**src/rtl/vend_seq_ctrl.sv**
```systemverilog
`default_nettype none
// ============================================================================
// Module      : vend_seq_ctrl
// Description : Newspaper vending sequencer. Collects coin credit, runs the
//               req/ack handshake with the dispenser once credit covers
//               PRICE, and returns surplus or cancelled credit as 5-cent
//               change pulses. Holds the only credit register in the path.
//               Optional macro VEND_TIMEOUT_EN adds a dispense ack timeout
//               that refunds the full credit and pulses disp_fault.
// Revision    : 1.0 - initial release
// ============================================================================
module vend_seq_ctrl #(
    parameter int PRICE      = 3,   // item price, 5-cent units
    parameter int MAX_CREDIT = 7,   // highest credit accepted, 5-cent units
    parameter int CREDIT_W   = 3,   // credit register width
    parameter int TIMEOUT    = 15   // dispense ack timeout, cycles
) (
    input  logic                clock,
    input  logic                reset,
    input  logic [1:0]          coin,
    input  logic                cancel,
    input  logic                disp_ack,
    output logic                disp_req,
    output logic                change_pulse,
    output logic                coin_reject,
    output logic [CREDIT_W-1:0] credit,
    output logic                busy,
    output logic                disp_fault
);

    localparam logic [1:0] c_ST_IDLE     = 2'd0;
    localparam logic [1:0] c_ST_COLLECT  = 2'd1;
    localparam logic [1:0] c_ST_DISPENSE = 2'd2;
    localparam logic [1:0] c_ST_CHANGE   = 2'd3;

    // One extra bit so credit + coin can be compared against MAX_CREDIT
    // without wrapping.
    localparam logic [CREDIT_W:0]   c_MAX_W   = (CREDIT_W+1)'(MAX_CREDIT);
    localparam logic [CREDIT_W:0]   c_PRICE_W = (CREDIT_W+1)'(PRICE);
    localparam logic [CREDIT_W-1:0] c_PRICE_N = CREDIT_W'(PRICE);

    logic [1:0]          r_state;
    logic [1:0]          w_state_nxt;
    logic [CREDIT_W-1:0] r_credit;
    logic                r_gap;
    logic                r_coin_reject;

    logic [CREDIT_W:0]   w_coin_val;
    logic [CREDIT_W:0]   w_sum;
    logic [CREDIT_W-1:0] w_remain;
    logic                w_coin_valid;
    logic                w_coin_seen;
    logic                w_accept;
    logic                w_reject;
    logic                w_last_pulse;
    logic                w_tmo_hit;

    // Coin decode and acceptance decision for the current cycle.
    always_comb begin
        w_coin_val   = '0;
        w_coin_valid = 1'b0;
        case (coin)
            2'b01: begin
                w_coin_val   = (CREDIT_W+1)'(1);
                w_coin_valid = 1'b1;
            end
            2'b10: begin
                w_coin_val   = (CREDIT_W+1)'(2);
                w_coin_valid = 1'b1;
            end
            default: begin
                w_coin_val   = '0;
                w_coin_valid = 1'b0;
            end
        endcase
        w_coin_seen  = (coin != 2'b00);
        w_sum        = {1'b0, r_credit} + w_coin_val;
        // Only reached in DISPENSE, where credit >= PRICE, so no underflow.
        w_remain     = r_credit - c_PRICE_N;
        // Coins are taken only while collecting; cancel beats a coin.
        w_accept     = w_coin_valid && (w_sum <= c_MAX_W) &&
                       ((r_state == c_ST_IDLE) ||
                        ((r_state == c_ST_COLLECT) && !cancel));
        w_reject     = w_coin_seen && !w_accept;
        w_last_pulse = (r_state == c_ST_CHANGE) && !r_gap &&
                       (r_credit == CREDIT_W'(1));
    end

    // State register.
    always_ff @(posedge clock) begin
        if (reset) begin
            r_state <= c_ST_IDLE;
        end else begin
            r_state <= w_state_nxt;
        end
    end

    // Next-state logic.
    always_comb begin
        w_state_nxt = r_state;
        case (r_state)
            c_ST_IDLE: begin
                if (w_accept) begin
                    w_state_nxt = (w_sum >= c_PRICE_W) ? c_ST_DISPENSE : c_ST_COLLECT;
                end
            end
            c_ST_COLLECT: begin
                if (cancel) begin
                    w_state_nxt = c_ST_CHANGE;
                end else if (w_accept && (w_sum >= c_PRICE_W)) begin
                    w_state_nxt = c_ST_DISPENSE;
                end
            end
            c_ST_DISPENSE: begin
                if (disp_ack) begin
                    w_state_nxt = (w_remain != '0) ? c_ST_CHANGE : c_ST_IDLE;
                end else if (w_tmo_hit) begin
                    w_state_nxt = c_ST_CHANGE;
                end
            end
            c_ST_CHANGE: begin
                if (w_last_pulse) begin
                    w_state_nxt = c_ST_IDLE;
                end
            end
            default: w_state_nxt = c_ST_IDLE;
        endcase
    end

    // Credit, change-pulse spacing and reject pulse registers.
    always_ff @(posedge clock) begin
        if (reset) begin
            r_credit      <= '0;
            r_gap         <= 1'b0;
            r_coin_reject <= 1'b0;
        end else begin
            r_coin_reject <= w_reject;
            // gap restarts at 0 on every entry to CHANGE so the first
            // refund cycle is a pulse.
            r_gap         <= (r_state == c_ST_CHANGE) ? ~r_gap : 1'b0;
            case (r_state)
                c_ST_IDLE, c_ST_COLLECT: begin
                    if (w_accept) begin
                        r_credit <= w_sum[CREDIT_W-1:0];
                    end
                end
                c_ST_DISPENSE: begin
                    if (disp_ack) begin
                        r_credit <= w_remain;
                    end
                end
                c_ST_CHANGE: begin
                    if (!r_gap) begin
                        r_credit <= r_credit - CREDIT_W'(1);
                    end
                end
                default: r_credit <= r_credit;
            endcase
        end
    end

`ifdef VEND_TIMEOUT_EN
    localparam int c_TMO_W = $clog2(TIMEOUT + 1);

    logic [c_TMO_W-1:0] r_tmo_cnt;
    logic               r_disp_fault;

    // The count held here is the number of completed ack-less DISPENSE
    // cycles; the hit fires on the cycle that would make it TIMEOUT, and an
    // ack in that same cycle takes priority.
    assign w_tmo_hit = (r_state == c_ST_DISPENSE) && !disp_ack &&
                       ((r_tmo_cnt + c_TMO_W'(1)) == c_TMO_W'(TIMEOUT));

    // Dispense timeout counter; idles at zero outside DISPENSE.
    always_ff @(posedge clock) begin
        if (reset) begin
            r_tmo_cnt    <= '0;
            r_disp_fault <= 1'b0;
        end else begin
            r_disp_fault <= w_tmo_hit;
            if (r_state != c_ST_DISPENSE) begin
                r_tmo_cnt <= '0;
            end else if (!disp_ack) begin
                r_tmo_cnt <= r_tmo_cnt + c_TMO_W'(1);
            end
        end
    end

    assign disp_fault = r_disp_fault;
`else
    logic w_unused_timeout;

    assign w_tmo_hit        = 1'b0;
    assign disp_fault       = 1'b0;
    assign w_unused_timeout = (TIMEOUT != 0);
`endif

    // Moore outputs decoded from the current state.
    always_comb begin
        disp_req     = (r_state == c_ST_DISPENSE);
        busy         = (r_state == c_ST_DISPENSE) || (r_state == c_ST_CHANGE);
        change_pulse = (r_state == c_ST_CHANGE) && !r_gap;
    end

    assign credit      = r_credit;
    assign coin_reject = r_coin_reject;

endmodule
`default_nettype wire

```
**config.mk**
```make
export PLATFORM = sky130hd
export DESIGN_NAME = vend_seq_ctrl
export DESIGN_NICKNAME = d
export VERILOG_FILES = /design/src/rtl/vend_seq_ctrl.sv
export SDC_FILE = /design/constraint.sdc
export NUM_CORES = 1
export LEC_CHECK = 0
export ABC_AREA = 1
export CORE_MARGIN = 2
export CORE_UTILIZATION = 40
export CTS_CLUSTER_DIAMETER = 150
export DETAILED_ROUTE_END_ITERATION = 7
export PLACE_DENSITY = 0.72
export SYNTH_ARGS = -nofsm -noshare
export SYNTH_HDL_FRONTEND = slang
export SYNTH_SLANG_ARGS = --single-unit
```
**constraint.sdc**
```tcl
create_clock -name clock -period 2.1 [get_ports clock]
set_clock_uncertainty 0.15 [all_clocks]
set_input_delay 0.42 -clock clock [delete_from_list [all_inputs] [get_ports clock]]
set_output_delay 0.42 -clock clock [all_outputs]
set_load 0.02 [all_outputs]
```
======== After elaboration in Yosys (flattened, before gate mapping) ========
Cells that the tools add are included.
storage, ports and cells
  bits in registers ....................... 7
  latch bits .............................. 0
  memory bits (writable) .................. 0
  bits in read-only memories .............. 0
  logic and storage cells ................. 57
  memories kept ........................... 0
cells by class
  $add $sub $neg .......................... 3
  $mul .................................... 0
  divide/modulo/power cells ............... 0
  magnitude comparators ................... 2
  equal/unequal tests ..................... 12
  shifts and indexed selects .............. 0
  multiplexer cells ....................... 14
  bitwise gates (word level) .............. 2
  reductions and logical operators ........ 20
operator list
  cell                                                                                  count
  2-bit 2-to-1 mux                                                                      7
  2-bit != test (second input constant)                                                 5
  3-bit 2-to-1 mux                                                                      3
  3-bit case mux with 3 select lines                                                    1
  2-bit case mux with 4 select lines                                                    1
  1-bit logical AND                                                                     7
  2-bit == test (second input constant)                                                 3
  2-bit OR reduction                                                                    3
  3-bit by 4-bit adder with 4-bit output                                                1
  2-bit by 1-bit == test with 1-bit output (second input constant)                      2
  4-bit by 2-bit greater-or-equal comparator with 1-bit output (second input constant)  1
  4-bit by 3-bit <= comparator with 1-bit output (second input constant)                1
  2-bit case mux with 2 select lines                                                    1
  4-bit AND reduction                                                                   1
  3-bit by 1-bit == test with 1-bit output (second input constant)                      1
  1-bit logical NOT                                                                     3
  3-bit by 2-bit != test with 1-bit output (second input constant)                      1
  3-bit AND reduction                                                                   1
  3-bit nonzero test                                                                    1
  3-bit by 1-bit subtractor with 3-bit output (second input constant)                   1
  3-bit by 2-bit subtractor with 3-bit output (second input constant)                   1
  2-bit logical NOT                                                                     1
  1-bit logical OR                                                                      2
  1-bit inverter                                                                        2
  2 further kinds                                                                       2

======== Longest topological paths before layout ========
  word-level depth ........................ 10
  gate-level depth with buffers ........... 14

======== Least setup slack after synthesis ========
Ideal clock, no wire load.
  kind .................................... input -> register
  start point ............................. input port coin[1]
  end point ............................... register r_state[1]
  arrival ................................. 1.813 ns
  data required time ...................... 1.837 ns
  path slack .............................. 0.024 ns
  stages on the path ...................... 13
  path buffers ............................ 0
  cell sequence ........................... inv_1 -> ha_1 -> ha_1 -> inv_1 -> fa_1 -> inv_1 -> nand2_1 -> nand3_1 -> nand3_1 -> nand2_2 -> nand2_2 -> nor2_1 -> nor2_1
between the ends
  longest elaborated chain between the ends .. 9
ends and longest elaborated chain
  what                                                                       RTL line  source
  start, declared                                                            20        input logic [1:0] coin,
  2-bit == test or 2-bit by 1-bit == test with 1-bit output (tied branches)  62        case (coin)
  2-bit case mux with 2 select lines                                         62
  3-bit by 4-bit adder with 4-bit output                                     77        w_sum = {1'b0, r_credit} + w_coin_val;
  4-bit by 3-bit <= comparator with 1-bit output                             81        w_accept = w_coin_valid && (w_sum <= c_MAX_W) &&
  1-bit logical AND (2 in a row)                                             81
  1-bit logical AND                                                          110       end else if (w_accept && (w_sum >= c_PRICE_W)) begin
  3-bit by 2-bit != test with 1-bit output (no line)                         --
  4-bit AND reduction (no line)                                              --
  end signal, assigned                                                       92        r_state <= c_ST_IDLE;
  end signal, assigned                                                       94        r_state <= w_state_nxt;
  end, declared                                                              42        logic [1:0] r_state;
Parallel ways exist; a longest one is shown, timed or not. The select of a mux whose other input is x is not followed.
A chain may end at the register's enable or synchronous reset.

======== Final worst setup path ========
  start point ............................. register r_state[1]
  end point ............................... output port change_pulse
between the ends
  longest elaborated chain between the ends .. 2
ends and longest elaborated chain
  what               RTL line  source
  2-bit == test      202       change_pulse = (r_state == c_ST_CHANGE) && !r_gap;
  1-bit logical AND  202
  end, declared      24        output logic change_pulse,
No other way between the ends.

==> impl_metrics.csv <==
group,metric,value,unit
timing,fin_crit,2000,ps
finish,fin_nets,153,
floorplanning,fp.dieW,45.9,µm
placed_design,dp.cells,148,
placed_design,dpl_cell_area,906,µm²
worst_setup_path,critPathKind,"register to output port",
pwr,p_leak,0.000509,µW
timing,max_freq,500,MHz
placed_design,port_buffers,12,
floorplanning,die_h,45.9,µm
logic_synthesis,ys_warn_count,0,
floorplanning,core_area,1690,µm²
cts,cts-root-buf,"clkbuf_4",
logic_synthesis,synth.top_cell.area_share,20.0,%
grt,grt_max_degree,10,
worst_setup_path,required,1530,ps
worst_hold_path,hp-class,"register to register",
cts,clk_latency,250,ps
worst_hold_path,hold_path.startpoint,"r_gap",
worst_setup_path,worst_ep_arrival_time,1430,ps
drt,routed_wl,1710,µm
floorplanning,initial_core_util,41.6,%
floorplanning,core.rowCount,15,
grt,grt_pass1_wl,2700,µm
placed_design,place_congestion,0.844,
cts,cts_buffers,3,
logic_synthesis,synth.most_common_cell,"nand2_1",
drt,viasPerCell,5.03,
timing,fin_crit_sh,95.2,%
pwr,vdd_drop_max,590,µV
logic_synthesis,syn_inst,111,
logic_synthesis,synth_area,702,µm²
finish,fillers,163,
cts,htreeDepth,1,
run,max_cap_violations,0,
worst_setup_path,r2r_start,"credit[0]",
timing,hold_ws,303,ps
finish,post-route-util,58.4,%
logic_synthesis,ys_ff_latch,7,
drt,vias,769,
worst_setup_path,cp-start-kind,"register",
grt,grt_usage,18.1,%
timing,slew_violations,0,
finish,stdcell_count,153,
drt,drt-pass1-iter-count,4,
floorplanning,die-area,2110,µm²
drt,drtIter0Drc,16,
finish,syn2layout_area_growth,40.5,%
worst_setup_path,crit_fanout,6,
outcome,status,"finished, final reports clean",
logic_synthesis,ys_top_cells_by_count,"29 x nand2_1, 12 x inv_1, 11 x nand3_1",
worst_setup_path,cp-startpoint,"r_state[1]",
cts,cts_num_sinks,7,
logic_synthesis,ys_types,23,
drt,wl_per_cell,11.2,µm
placed_design,post-dp-hpwl,1350,µm
logic_synthesis,synth_nets,127,
pwr,p_per_area,1280,nW/µm²
finish,layout-drive-gt1-share,33.8,%
logic_synthesis,async_flop_share,0,%
cts,clk_pin_slew,40,ps
timing,timing.final.hold_violations,0,
grt,antenna_found_initial,0,
floorplanning,ioPinCount,14,
grt,grt_overflow,0,
logic_synthesis,synth_largest_area_cell,"dfxtp_1",
timing,rsz0062_at_grt,"no",
cts,cts_buffer_depth,2,
timing,finalSetupViolCount,0,
cts,cts.hold.buffers_added,0,
drt,drcViolationCount,0,
grt,grt_pass1_vias,672,
worst_setup_path,worst_setup_path_end_kind,"output port",
logic_synthesis,synthFlopType,"dfxtp_1",
logic_synthesis,yosysSeqAreaShare,20.0,%
cts,cts_tree,"built",
logic_synthesis,synth.top_cells.by_area,"dfxtp_1 20%, ha_1 16%, nand2_1 16%",
finish,insertedDiodeCount,0,
logic_synthesis,syn_area_per_cell,6.32,µm²
drt,ant_nets,0,
finish,fin_area,986,µm²
logic_synthesis,synth_edf_count,0,
area by class of cell:
type	count	area (µm²)	area share (%)
multi-input cells	82	515	52.3
repair buffers	25	210	21.3
flip-flops and latches	7	143	14.5
inverters	18	70.1	7.11
clock buffers	4	26.3	2.66
well taps	17	21.3	2.16
worst paths after layout:
check,slack (ps),end,depth (start not counted)
worst min-delay path,300,r_gap,1
worst min register to register,300,r_gap,1
worst max register to register,240,r_state[1],12
worst max-delay path,100,change_pulse,3
kinds of logic after synthesis:
| family | Yosys count | synth area share [%] |
|---|---|---|
| compound gates | 10 | 8.20 |
| fa+ha+maj | 10 | 18.9 |
| buf+inv | 22 | 13.9 |
| flops | 7 | 20.0 |
| other cells | 1 | 0.534 |
| simple gates | 61 | 38.5 |
cell usage in the layout, fill, tap and decap left out, drive strengths merged:
master | Yosys | final
a21oi | 7 | 7
clkbuf | 1 | 6
nor3 | 3 | 3
o21ai | 2 | 2
conb | 1 | 1
dlymetal6s2s | 0 | 1
nor2 | 12 | 12
inv | 18 | 18
buf | 3 | 13
clkdlybuf4s50 | 0 | 9
dfxtp | 7 | 7
o221ai | 1 | 1
fa | 1 | 1
nand3 | 12 | 12
nand2 | 34 | 34
ha | 9 | 9
registers in the layout, summed over array words and instances (netlist names):
signal / flops
coin_reject: 1
r_gap: 1
r_state: 2
credit: 3
where the power goes:
part,switching (µW),internal [µW],total [µW],leakage [µW]
registers,81.6,188,269,0.0000583
clock network,44.3,72.2,116,0.0000150
logic,495,379,874,0.000436
routing by layer:
metal	vias to the layer above	global-route usage, %	wire [µm]	share of wire (%)
met1	347	22.3	748	44
met5	-	0	0	0
met4	0	9.71	48	2.8
met3	5	3.97	82	4.8
met2	18	28.9	833	49
li1	399	-	-	-
critical path, cell delays in order, from the launching register on:
cell and delay, ps:
dfxtp_2 410, nand2_2 80, nor2_1 90, clkdlybuf4s50_1 600
metrics by stage:
step	total power [µW]	setup slack [ps]	setup TNS [ps]
after global routing	1380	18.9	0
after floorplan	797	23.9	0
after CTS	1220	-34.9	-34.9
after global placement	1040	-519	-2130
after detailed placement	1060	-564	-2320
final	1260	102	0
what timing repair did:
action                                  in CTS  in global routing
endpoints found under the setup margin       7                  5
pin swaps                                    7                  5
cloned                                       0                  0
buffers inserted                             0                  1
gates resized for setup                     11                 11
(Power assumes the default switching activity.)
